**config.mk**
```make
export PLATFORM = sky130hd
export DESIGN_NAME = div_cluster_flat
export DESIGN_NICKNAME = d
export VERILOG_FILES = /design/src/rtl/div_cluster_if.sv /design/src/rtl/div_cluster.sv /design/src/flat_wrapper.sv
export SDC_FILE = /design/constraint.sdc
export NUM_CORES = 1
export LEC_CHECK = 0
export BUFFER_PORTS_ARGS = -buffer_cell sky130_fd_sc_hd__buf_2
export CORE_MARGIN = 5
export CORE_UTILIZATION = 50
export CTS_BUF_LIST = sky130_fd_sc_hd__clkbuf_8
export CTS_CLUSTER_SIZE = 28
export DETAILED_ROUTE_END_ITERATION = 8
export PLACE_DENSITY = 0.8
export SKIP_CTS_REPAIR_TIMING = 1
export SKIP_LAST_GASP = 1
export SLEW_MARGIN = 5
export SYNTH_ARGS = -nofsm -noshare
export SYNTH_HDL_FRONTEND = slang
export SYNTH_SLANG_ARGS = --single-unit
```
**constraint.sdc**
```tcl
create_clock -name clk -period 26 [get_ports clk]
set_input_delay 2.6 -clock clk [delete_from_list [all_inputs] [get_ports clk]]
set_output_delay 2.6 -clock clk [all_outputs]
set_load 0.01 [all_outputs]
```
**src/rtl/div_cluster_if.sv**
```systemverilog
// rtl/div_cluster_if.sv - divide request and tagged result bundle for div_cluster
interface div_cluster_if #(
    parameter int WIDTH       = 32,
    parameter int RS_ID_WIDTH = 5
);
    logic                   input_valid;
    logic                   input_ready;
    logic [RS_ID_WIDTH-1:0] rs_id_in;
    logic [4:0]             result_reg_addr_in;
    logic [WIDTH-1:0]       op1;
    logic [WIDTH-1:0]       op2;
    logic                   is_signed;
    logic                   oe_in;
    logic                   rc_in;
    logic                   output_valid;
    logic                   output_ready;
    logic [RS_ID_WIDTH-1:0] rs_id_out;
    logic [4:0]             result_reg_addr_out;
    logic [WIDTH-1:0]       result;
    logic                   ov_out;
    logic                   oe_out;
    logic                   rc_out;
    logic                   cr_lt;
    logic                   cr_gt;
    logic                   cr_eq;

    modport master (
        output input_valid, rs_id_in, result_reg_addr_in, op1, op2, is_signed, oe_in, rc_in,
        output output_ready,
        input  input_ready, output_valid, rs_id_out, result_reg_addr_out, result,
        input  ov_out, oe_out, rc_out, cr_lt, cr_gt, cr_eq
    );

    modport slave (
        input  input_valid, rs_id_in, result_reg_addr_in, op1, op2, is_signed, oe_in, rc_in,
        input  output_ready,
        output input_ready, output_valid, rs_id_out, result_reg_addr_out, result,
        output ov_out, oe_out, rc_out, cr_lt, cr_gt, cr_eq
    );
endinterface

```
**src/rtl/div_cluster.sv**
```systemverilog
// rtl/div_cluster.sv - pool of radix-2 restoring dividers with an out-of-order tagged result port
// Optional DIV_EARLY_OUT_EN: skip iteration when the quotient is trivially zero or the op overflows.
module div_cluster #(
    parameter int WIDTH       = 32,
    parameter int ENGINES     = 2,
    parameter int RS_ID_WIDTH = 5
) (
    input  logic         clk,
    input  logic         rst,
    div_cluster_if.slave bus
);
    localparam int IW = (ENGINES > 1) ? $clog2(ENGINES) : 1;
    localparam int CW = $clog2(WIDTH);
    localparam logic [WIDTH-1:0] MIN_NEG = {1'b1, {(WIDTH-1){1'b0}}};

    typedef enum logic [2:0] {IDLE, PREP, ITER, FIX, DONE} state_t;

    // dvd holds the raw dividend, then |dividend| shifting out while quotient bits shift in
    state_t                 st   [ENGINES];
    logic [WIDTH-1:0]       dvd  [ENGINES];
    logic [WIDTH-1:0]       dvs  [ENGINES];
    logic [WIDTH-1:0]       rem  [ENGINES];
    logic [CW-1:0]          cnt  [ENGINES];
    logic [RS_ID_WIDTH-1:0] tag  [ENGINES];
    logic [4:0]             gpr  [ENGINES];
    logic [2:0]             cr   [ENGINES];
    logic [ENGINES-1:0]     sgn, neg, ov, oe, rc;

    logic [WIDTH:0]         trial [ENGINES];
    logic [WIDTH:0]         diff  [ENGINES];
    logic [WIDTH-1:0]       abs1  [ENGINES];
    logic [WIDTH-1:0]       abs2  [ENGINES];
    logic [WIDTH-1:0]       qfix  [ENGINES];
    logic [ENGINES-1:0]     ov_now;

    logic [ENGINES-1:0]     idle_mask, cand_mask, rot_mask;
    logic [IW-1:0]          free_idx, rr_q, rr_next, sel_q, pick_idx;
    logic [IW:0]            pick_sum;
    logic                   pick_any, out_valid_q, accept, out_fire;

    logic [RS_ID_WIDTH-1:0] o_tag;
    logic [4:0]             o_gpr;
    logic [WIDTH-1:0]       o_res;
    logic [2:0]             o_cr;
    logic                   o_ov, o_oe, o_rc;

    always_comb begin
        for (int i = 0; i < ENGINES; i++) begin
            trial[i]  = {rem[i], dvd[i][WIDTH-1]};
            diff[i]   = trial[i] - {1'b0, dvs[i]};
            abs1[i]   = (sgn[i] && dvd[i][WIDTH-1]) ? -dvd[i] : dvd[i];
            abs2[i]   = (sgn[i] && dvs[i][WIDTH-1]) ? -dvs[i] : dvs[i];
            qfix[i]   = ov[i] ? '0 : (neg[i] ? -dvd[i] : dvd[i]);
            ov_now[i] = (dvs[i] == '0) || (sgn[i] && (dvd[i] == MIN_NEG) && (dvs[i] == '1));
        end
    end

    // The engine currently parked in the output register is never a candidate again.
    always_comb begin
        idle_mask = '0;
        cand_mask = '0;
        free_idx  = '0;
        for (int i = ENGINES - 1; i >= 0; i--) begin
            idle_mask[i] = (st[i] == IDLE);
            cand_mask[i] = (st[i] == DONE) && !(out_valid_q && (sel_q == IW'(i)));
            if (st[i] == IDLE) free_idx = IW'(i);
        end
        out_fire = out_valid_q && bus.output_ready;
        accept   = bus.input_valid && (|idle_mask);
        rr_next  = rr_q;
        if (out_fire) rr_next = (sel_q == IW'(ENGINES - 1)) ? '0 : sel_q + 1'b1;
        rot_mask = ENGINES'({cand_mask, cand_mask} >> rr_next);
        pick_any = 1'b0;
        pick_sum = '0;
        for (int k = ENGINES - 1; k >= 0; k--) begin
            if (rot_mask[k]) begin
                pick_any = 1'b1;
                pick_sum = {1'b0, rr_next} + (IW+1)'(k);
                if (pick_sum >= (IW+1)'(ENGINES)) pick_sum = pick_sum - (IW+1)'(ENGINES);
            end
        end
        pick_idx = pick_sum[IW-1:0];
    end

    always_ff @(posedge clk or posedge rst) begin
        if (rst) begin
            for (int i = 0; i < ENGINES; i++) begin
                st[i]  <= IDLE;
                dvd[i] <= '0;
                dvs[i] <= '0;
                rem[i] <= '0;
                cnt[i] <= '0;
                tag[i] <= '0;
                gpr[i] <= '0;
                cr[i]  <= '0;
            end
            sgn         <= '0;
            neg         <= '0;
            ov          <= '0;
            oe          <= '0;
            rc          <= '0;
            rr_q        <= '0;
            sel_q       <= '0;
            out_valid_q <= 1'b0;
            o_tag       <= '0;
            o_gpr       <= '0;
            o_res       <= '0;
            o_cr        <= '0;
            o_ov        <= 1'b0;
            o_oe        <= 1'b0;
            o_rc        <= 1'b0;
        end else begin
            for (int i = 0; i < ENGINES; i++) begin
                case (st[i])
                    IDLE: if (accept && (free_idx == IW'(i))) begin
                        st[i]  <= PREP;
                        dvd[i] <= bus.op1;
                        dvs[i] <= bus.op2;
                        tag[i] <= bus.rs_id_in;
                        gpr[i] <= bus.result_reg_addr_in;
                        sgn[i] <= bus.is_signed;
                        oe[i]  <= bus.oe_in;
                        rc[i]  <= bus.rc_in;
                    end
                    PREP: begin
                        ov[i]  <= ov_now[i];
                        neg[i] <= sgn[i] && (dvd[i][WIDTH-1] ^ dvs[i][WIDTH-1]);
                        dvd[i] <= abs1[i];
                        dvs[i] <= abs2[i];
                        rem[i] <= '0;
                        cnt[i] <= CW'(WIDTH - 1);
                        st[i]  <= ITER;
`ifdef DIV_EARLY_OUT_EN
                        if (ov_now[i] || (abs1[i] < abs2[i])) begin
                            dvd[i] <= '0;
                            st[i]  <= FIX;
                        end
`endif
                    end
                    ITER: begin
                        dvd[i] <= {dvd[i][WIDTH-2:0], !diff[i][WIDTH]};
                        rem[i] <= diff[i][WIDTH] ? trial[i][WIDTH-1:0] : diff[i][WIDTH-1:0];
                        cnt[i] <= cnt[i] - 1'b1;
                        if (cnt[i] == '0) st[i] <= FIX;
                    end
                    FIX: begin
                        dvd[i] <= qfix[i];
                        cr[i]  <= {qfix[i][WIDTH-1], !qfix[i][WIDTH-1] && (qfix[i] != '0), qfix[i] == '0};
                        st[i]  <= DONE;
                    end
                    DONE: if (out_fire && (sel_q == IW'(i))) st[i] <= IDLE;
                    default: st[i] <= IDLE;
                endcase
            end

            // Output register only reloads when empty or being drained, which locks the selection.
            if (!out_valid_q || bus.output_ready) begin
                rr_q        <= rr_next;
                out_valid_q <= pick_any;
                sel_q       <= pick_idx;
                o_tag       <= pick_any ? tag[pick_idx] : '0;
                o_gpr       <= pick_any ? gpr[pick_idx] : '0;
                o_res       <= pick_any ? dvd[pick_idx] : '0;
                o_cr        <= pick_any ? cr[pick_idx]  : '0;
                o_ov        <= pick_any && ov[pick_idx];
                o_oe        <= pick_any && oe[pick_idx];
                o_rc        <= pick_any && rc[pick_idx];
            end
        end
    end

    assign bus.input_ready         = |idle_mask;
    assign bus.output_valid        = out_valid_q;
    assign bus.rs_id_out           = o_tag;
    assign bus.result_reg_addr_out = o_gpr;
    assign bus.result              = o_res;
    assign bus.ov_out              = o_ov;
    assign bus.oe_out              = o_oe;
    assign bus.rc_out              = o_rc;
    assign bus.cr_lt               = o_cr[2];
    assign bus.cr_gt               = o_cr[1];
    assign bus.cr_eq               = o_cr[0];
endmodule

```
**src/flat_wrapper.sv**
```systemverilog
// flat-port wrapper written by rule: the top's interface ports become plain ports
module div_cluster_flat 
#(
    parameter int WIDTH       = 32,
    parameter int ENGINES     = 2,
    parameter int RS_ID_WIDTH = 5
)
  (clk, rst, bus_input_valid, bus_rs_id_in, bus_result_reg_addr_in, bus_op1, bus_op2, bus_is_signed, bus_oe_in, bus_rc_in, bus_output_ready, bus_input_ready, bus_output_valid, bus_rs_id_out, bus_result_reg_addr_out, bus_result, bus_ov_out, bus_oe_out, bus_rc_out, bus_cr_lt, bus_cr_gt, bus_cr_eq);
  div_cluster_if #(.WIDTH(WIDTH), .RS_ID_WIDTH(RS_ID_WIDTH)) bus_i ();
  input  logic clk;
  input  logic rst;
  input wire logic [$bits(bus_i.input_valid)-1:0] bus_input_valid;
  input wire logic [$bits(bus_i.rs_id_in)-1:0] bus_rs_id_in;
  input wire logic [$bits(bus_i.result_reg_addr_in)-1:0] bus_result_reg_addr_in;
  input wire logic [$bits(bus_i.op1)-1:0] bus_op1;
  input wire logic [$bits(bus_i.op2)-1:0] bus_op2;
  input wire logic [$bits(bus_i.is_signed)-1:0] bus_is_signed;
  input wire logic [$bits(bus_i.oe_in)-1:0] bus_oe_in;
  input wire logic [$bits(bus_i.rc_in)-1:0] bus_rc_in;
  input wire logic [$bits(bus_i.output_ready)-1:0] bus_output_ready;
  output wire logic [$bits(bus_i.input_ready)-1:0] bus_input_ready;
  output wire logic [$bits(bus_i.output_valid)-1:0] bus_output_valid;
  output wire logic [$bits(bus_i.rs_id_out)-1:0] bus_rs_id_out;
  output wire logic [$bits(bus_i.result_reg_addr_out)-1:0] bus_result_reg_addr_out;
  output wire logic [$bits(bus_i.result)-1:0] bus_result;
  output wire logic [$bits(bus_i.ov_out)-1:0] bus_ov_out;
  output wire logic [$bits(bus_i.oe_out)-1:0] bus_oe_out;
  output wire logic [$bits(bus_i.rc_out)-1:0] bus_rc_out;
  output wire logic [$bits(bus_i.cr_lt)-1:0] bus_cr_lt;
  output wire logic [$bits(bus_i.cr_gt)-1:0] bus_cr_gt;
  output wire logic [$bits(bus_i.cr_eq)-1:0] bus_cr_eq;
  assign bus_i.input_valid = bus_input_valid;
  assign bus_i.rs_id_in = bus_rs_id_in;
  assign bus_i.result_reg_addr_in = bus_result_reg_addr_in;
  assign bus_i.op1 = bus_op1;
  assign bus_i.op2 = bus_op2;
  assign bus_i.is_signed = bus_is_signed;
  assign bus_i.oe_in = bus_oe_in;
  assign bus_i.rc_in = bus_rc_in;
  assign bus_i.output_ready = bus_output_ready;
  assign bus_input_ready = bus_i.input_ready;
  assign bus_output_valid = bus_i.output_valid;
  assign bus_rs_id_out = bus_i.rs_id_out;
  assign bus_result_reg_addr_out = bus_i.result_reg_addr_out;
  assign bus_result = bus_i.result;
  assign bus_ov_out = bus_i.ov_out;
  assign bus_oe_out = bus_i.oe_out;
  assign bus_rc_out = bus_i.rc_out;
  assign bus_cr_lt = bus_i.cr_lt;
  assign bus_cr_gt = bus_i.cr_gt;
  assign bus_cr_eq = bus_i.cr_eq;
  div_cluster #(.WIDTH(WIDTH), .ENGINES(ENGINES), .RS_ID_WIDTH(RS_ID_WIDTH)) u_core (.clk(clk), .rst(rst), .bus(bus_i));
endmodule
```
## Word level (Yosys, flattened, before mapping)

Cells that the tools add are included.
Widths: inputs -> output; s select.

- Register bits after elaboration: 295
- Bits in latches: 0
- Bits in writable memories: 0
- Bits in read-only memories: 0
- Input port bits: 81
- Output and inout bits: 50
- Logic and storage cells: 202
- Memories kept: 0

- Add/sub/neg operators: 12
- Multiply operators: 0
- Div/mod/pow operators: 0
- Magnitude comparators: 4
- Equality and inequality tests: 22
- Shift operators: 1
- Multiplexer cells: 62
- Bitwise gates (word level): 5
- Reductions and logical operators: 60

Operator list:

| kind | number |
|---|---|
| $mux 32 | 18 |
| $pmux 32 s2 | 4 |
| $pmux 32 s4 | 2 |
| $eq 32x32->1 const B | 4 |
| $logic_not 32->1 | 4 |
| $neg 32->32 | 4 |
| $sub 33x32->33 | 2 |
| $reduce_bool 32->1 | 2 |
| $mux 5 | 8 |
| $mux 3 | 10 |
| $pmux 3 s5 | 2 |
| $logic_and 1x1->1 | 25 |
| $pmux 5 s2 | 2 |
| $reduce_and 3->1 | 6 |
| $mux 1 | 16 |
| $eq 3x2->1 const B | 4 |
| $ne 2x1->1 const B | 6 |
| $logic_not 5->1 | 2 |
| $sub 5x1->5 const B | 2 |
| $ne 2x2->1 const B | 4 |
| $reduce_bool 2->1 | 4 |
| $reduce_bool 4->1 | 2 |
| $logic_not 1->1 | 7 |
| $eq 3x1->1 const B | 2 |
| other kinds (15) | 24 |

## Depth between registers and ports, before layout

- Word-level depth: 13
- Depth in mapped cells: 15
- Depth with buffers taken out: 13

## Least setup slack after synthesis

No wires, ideal clock.

- Kind: input to register
- From: in bus_input_valid
- To: reg u_core.dvs[25] (netlist bit)
- Library setup time: 0.126 ns
- Data arrival time: 4.170 ns
- Required time: 25.874 ns
- Path slack: 21.704 ns
- Stages on the path: 6
- Buffers on the path: 1
- Path through: o21ai_0 -> nor4_1 -> or2_2 -> clkbuf_1 -> o21ai_0 -> a221o_1

- Cells in the longest elaborated chain, start to end: 4

RTL lines:

| what | RTL line | text |
|---|---|---|
| from (decl) | flat_wrapper.sv:12 | `input wire logic [$bits(bus_i.input_valid)-1:0] bus_input_valid;` |
| $logic_and 1x1->1 | div_cluster.sv:69 | `accept = bus.input_valid && (\|idle_mask);` |
| $logic_and 1x1->1 | div_cluster.sv:115 | `IDLE: if (accept && (free_idx == IW'(i))) begin` |
| $ne 2x2->1 (no line) | n/a |  |
| $reduce_and 3->1 (no line) | n/a |  |
| to (signal, indexed assignment) | div_cluster.sv:118 | `dvs[i] <= bus.op2;` |
| to (signal, indexed assignment) | div_cluster.sv:129 | `dvs[i] <= abs2[i];` |
| to (decl) | div_cluster.sv:21 | `logic [WIDTH-1:0] dvs [ENGINES];` |

No other way between the ends.
A chain may end at the register's enable or synchronous reset.

## Final worst setup path

- From: reg u_core.st[3] (netlist bit)
- To: out bus_input_ready

- Cells in the longest elaborated chain, start to end: 2

RTL lines:

| what | RTL line | text |
|---|---|---|
| from (decl) | div_cluster.sv:19 | `state_t st [ENGINES];` |
| from (signal, indexed assignment) | div_cluster.sv:88 | `st[i] <= IDLE;` |
| from (signal, indexed assignment) | div_cluster.sv:116 | `st[i] <= PREP;` |
| from (signal, indexed assignment) | div_cluster.sv:132 | `st[i] <= ITER;` |
| $logic_not 3->1 | div_cluster.sv:64 | `idle_mask[i] = (st[i] == IDLE);` |
| $reduce_or 2->1 | div_cluster.sv:172 | `assign bus.input_ready = \|idle_mask;` |
| to (decl) | flat_wrapper.sv:21 | `output wire logic [$bits(bus_i.input_ready)-1:0] bus_input_ready;` |

No other way between the ends.

==> impl_metrics.tcl <==
set metrics [dict create \
    cp.buffers_inverters 3 \
    period_share 0.202 \
    die_height_um 219 \
    synth.most_common_cell "sky130_fd_sc_hd__nand2_1" \
    worstHoldPathCells 2 \
    yosys_register_bits 295 \
    postSynthCellCount 2746 \
    synth_top_area_cell "sky130_fd_sc_hd__dfrtp_1" \
    routed_vias 22200 \
    drt_iter0_markers 2571 \
    boundaryPins 131 \
    ctsHtreeMaxLevel 2 \
    drc 0 \
    slowest_stage "sky130_fd_sc_hd__inv_1" \
    fill_cells 3894 \
    grt_overflow_total 0 \
    ys_seq_area_frac 0.339 \
    yosysTopAreaCellShare 0.339 \
    crit_path_cell_trace "buf_4 -> inv_1 -> nand2_1 -> o32ai_1 -> buf_2" \
    global_route_wire_length_before_repair_mm 114 \
    synth_flop_cell "sky130_fd_sc_hd__dfrtp_1" \
    global_route.usage.total 0.294 \
    status "finished, final reports clean" \
    fmaxAchievable_mhz 190 \
    synth-edff-count 0 \
    critical_path_arrival_ns 2.65 \
    grt_start_max_net_pins 180 \
    maxCapViolations 0 \
    initial_antenna_violation_count 2 \
    r2r-end "u_core.rem[34]" \
    regToRegSetupSlack_ns 21.46 \
    avgSynthCellArea_um2 7.92 \
    nets 2912 \
    critical_path.max_fanout 31 \
    synth_top_cells_by_count "sky130_fd_sc_hd__nand2_1 (342), sky130_fd_sc_hd__dfrtp_1 (295), sky130_fd_sc_hd__o21ai_0 (280), sky130_fd_sc_hd__nor2_1 (203), sky130_fd_sc_hd__a21oi_1 (202)" \
    tritoncts.num_buffers 52 \
    pwr_density_cell_mw_per_mm2 125 \
    ctsRootBufferMaster "sky130_fd_sc_hd__clkbuf_8" \
    place_inst 3286 \
    period_needed_ns 5.25 \
    worst_hold_path.endpoint "u_core.bus.result[16]" \
    final-max-slew-violation-count 0 \
    p_total_mw 2.97 \
    synthArstFlopShare 1.00 \
    hold_start "u_core.bus.result[16]" \
    post_route_setup_tns_ns 0 \
    dieArea_mm2 0.0478 \
    dieWidth_um 219 \
    mappedNetlistNets 2903 \
    ys.warnings.count 0 \
    crit_path_max_incr_delay_ns 0.47 \
    dpl_worst_slack_ns 20.91 \
    core_area_mm2 0.0431 \
    critical_path_sink_type "primary output" \
    r2r.worst_path.cells 14 \
    reg2reg_launch_point "u_core.dvd[63]" \
    routabilityCongestion 1.01 \
    maximum_vdd_ir_drop_mv 0.0746 \
    syn-cell-area_mm2 0.0217 \
    post_drt_wl_per_cell_um 21.4 \
    tritoncts_num_sinks 295 \
    fp-row-count 76 \
    worst_pin_slew_ns 1.22 \
    cpLargestDelayFamily "buffers and inverters" \
    dp_hpwl_mm 51.4 \
    synth.area.top_cells "sky130_fd_sc_hd__dfrtp_1 (34%), sky130_fd_sc_hd__o21ai_0 (6.4%), sky130_fd_sc_hd__nand2_1 (5.9%)" \
    area.growth.synth_to_final_pct 9.20 \
    netlist-cell-type-count 80 \
    vias_per_cell 6.57 \
    portBuffers 130 \
    fin_cells 3378 \
    timing.slew.headroom 0.187 \
    finalSetupViolations 0 \
    grt_setup_unrepaired "false" \
    skew_ns 0.0275 \
    drt_first_pass_iters 6 \
    drt.antenna.violating_nets 0 \
    cp-start-kind "flop" \
    timing.critical_path.required_ns 23.40 \
    clock_insertion_delay_worst_skew_ns 0.67 \
    cts_tree "built" \
    start_util 0.505 \
    drive_gt1_frac 0.110 \
    critPathKind "flop to primary output" \
    drt-total-wl_mm 72.3 \
    setup_slack_of_the_critical_path_after_layout_ns 20.75 \
    hold_violations 0 \
    grt_pass1_vias 20900 \
    timing.hold.worst.class "flop to flop" \
    cts_max_path_buffers 3 \
    cts.clk_slew.worst_paths_ns 0.06 \
    power_leakage_nw 10.1 \
]
-- placed cells by master, fill, tap and decap left out, types with 11 or more instances in the layout --
| master | instances |
|---|---|
| sky130_fd_sc_hd__nand4_1 | 34 |
| sky130_fd_sc_hd__clkbuf_8 | 66 |
| sky130_fd_sc_hd__or3_1 | 25 |
| sky130_fd_sc_hd__a211oi_1 | 22 |
| sky130_fd_sc_hd__xnor2_1 | 38 |
| sky130_fd_sc_hd__a22oi_1 | 14 |
| sky130_fd_sc_hd__a22o_1 | 21 |
| sky130_fd_sc_hd__a31oi_1 | 37 |
| sky130_fd_sc_hd__and3_1 | 28 |
| sky130_fd_sc_hd__nor2b_1 | 13 |
| sky130_fd_sc_hd__nor4_1 | 29 |
| sky130_fd_sc_hd__o32ai_1 | 15 |
| sky130_fd_sc_hd__dfrtp_1 | 295 |
| sky130_fd_sc_hd__buf_4 | 32 |
| sky130_fd_sc_hd__ha_1 | 74 |
| sky130_fd_sc_hd__o21a_1 | 12 |
| sky130_fd_sc_hd__o211ai_1 | 26 |
| sky130_fd_sc_hd__nor2_1 | 199 |
| sky130_fd_sc_hd__nand2_1 | 342 |
| sky130_fd_sc_hd__inv_1 | 119 |
| sky130_fd_sc_hd__and2_1 | 14 |
| sky130_fd_sc_hd__or4_1 | 11 |
| sky130_fd_sc_hd__buf_2 | 130 |
| sky130_fd_sc_hd__o2111ai_1 | 12 |
| sky130_fd_sc_hd__a222oi_1 | 11 |
| sky130_fd_sc_hd__a21o_1 | 27 |
| sky130_fd_sc_hd__xor2_1 | 32 |
| sky130_fd_sc_hd__nand2b_1 | 22 |
| sky130_fd_sc_hd__nor3_1 | 86 |
| sky130_fd_sc_hd__a32oi_1 | 15 |
| sky130_fd_sc_hd__a21oi_1 | 202 |
| sky130_fd_sc_hd__mux2i_1 | 109 |
| sky130_fd_sc_hd__nand3_1 | 86 |
| sky130_fd_sc_hd__o21ai_0 | 280 |
| sky130_fd_sc_hd__mux2_2 | 21 |
| sky130_fd_sc_hd__o22ai_1 | 48 |
| sky130_fd_sc_hd__o31ai_1 | 68 |
-- metal layers --
layer,wire [um],track usage,vias to the layer above
met1,28500,0.387,10600
met5,0,0,-
li1,-,-,10100
met2,32000,0.455,1223
met4,4630,0.162,0
met3,7200,0.0594,265
-- power breakdown --
group,switching [mW],leakage (nW),internal [mW]
Clock,0.212,0.607,0.248
Sequential,0.298,3.73,0.629
Combinational,1.00,5.75,0.579
-- through the flow --
| step | hold WS (ns) | cell area, um^2 | utilization |
|---|---|---|---|
| 6_report | 0.469 | 23700 | 0.551 |
| 5_1_grt | 0.483 | 23700 | 0.551 |
| 4_1_cts | 0.474 | 23700 | 0.551 |
| 3_5_place_dp | 0.461 | 22700 | 0.526 |
| 3_3_place_gp | 0.455 | 22700 | 0.526 |
| 2_1_floorplan | 0.438 | 21700 | - |
-- logic make-up (layout without fill, tap and decap cells) --
group	Yosys count	count (layout)	share of synthesized area
and+or+nand+nor	946	946	0.206
AOI/OAI and AO/OA	909	909	0.265
buffers and inverters	319	364	0.0553
DFF	295	295	0.339
muxes	131	131	0.0621
adders and majority gates	76	76	0.0444
xor gates and xnor gates	70	70	0.0282
other	0	2	0
-- worst max-delay path by stage --
stage                    start                 to  slack [ns]  cells after the start
2_1_floorplan              rst  u_core.bus.oe_out       15.25                      1
3_3_place_gp   bus_input_valid     u_core.dvs[57]       20.99                      6
3_5_place_dp   bus_input_valid     u_core.dvs[32]       20.91                      6
4_1_cts           u_core.st[3]    bus_input_ready       20.87                      5
5_1_grt           u_core.st[3]    bus_input_ready       20.71                      5
6_report          u_core.st[3]    bus_input_ready       20.75                      5
-- final cells by class --
cell class	count	area [um^2]	share of cell area
Tap cell	585	732	0.0308
Antenna cell	2	5.00	0.000211
Sequential cell	295	7380	0.311
Timing Repair Buffer	163	911	0.0384
Inverter	111	424	0.0179
Clock inverter	24	181	0.00764
Multi-Input combinational cell	2132	13200	0.556
Clock buffer	66	908	0.0383
-- state kept, by name, indices dropped and copies added (netlist names), 3 cells and up --
signal	cells
u_core.tag	10
u_core.o_cr	3
u_core.cnt	10
u_core.dvs	64
u_core.bus.rs_id_out	5
u_core.bus.result	32
u_core.bus.result_reg_addr_out	5
u_core.cr	6
u_core.dvd	64
u_core.st	6
u_core.gpr	10
u_core.rem	64
-- worst register-to-register path, delay by kind of cell, from the launching register on --
kind	cells	cell delay, ns
compound gates	7	2.00
fa+ha+maj	2	0.63
buf+inv	3	0.84
flops	1	0.47
mux	1	0.28
simple gates	1	0.15
Note: power is estimated with default switching activity, not from simulation.
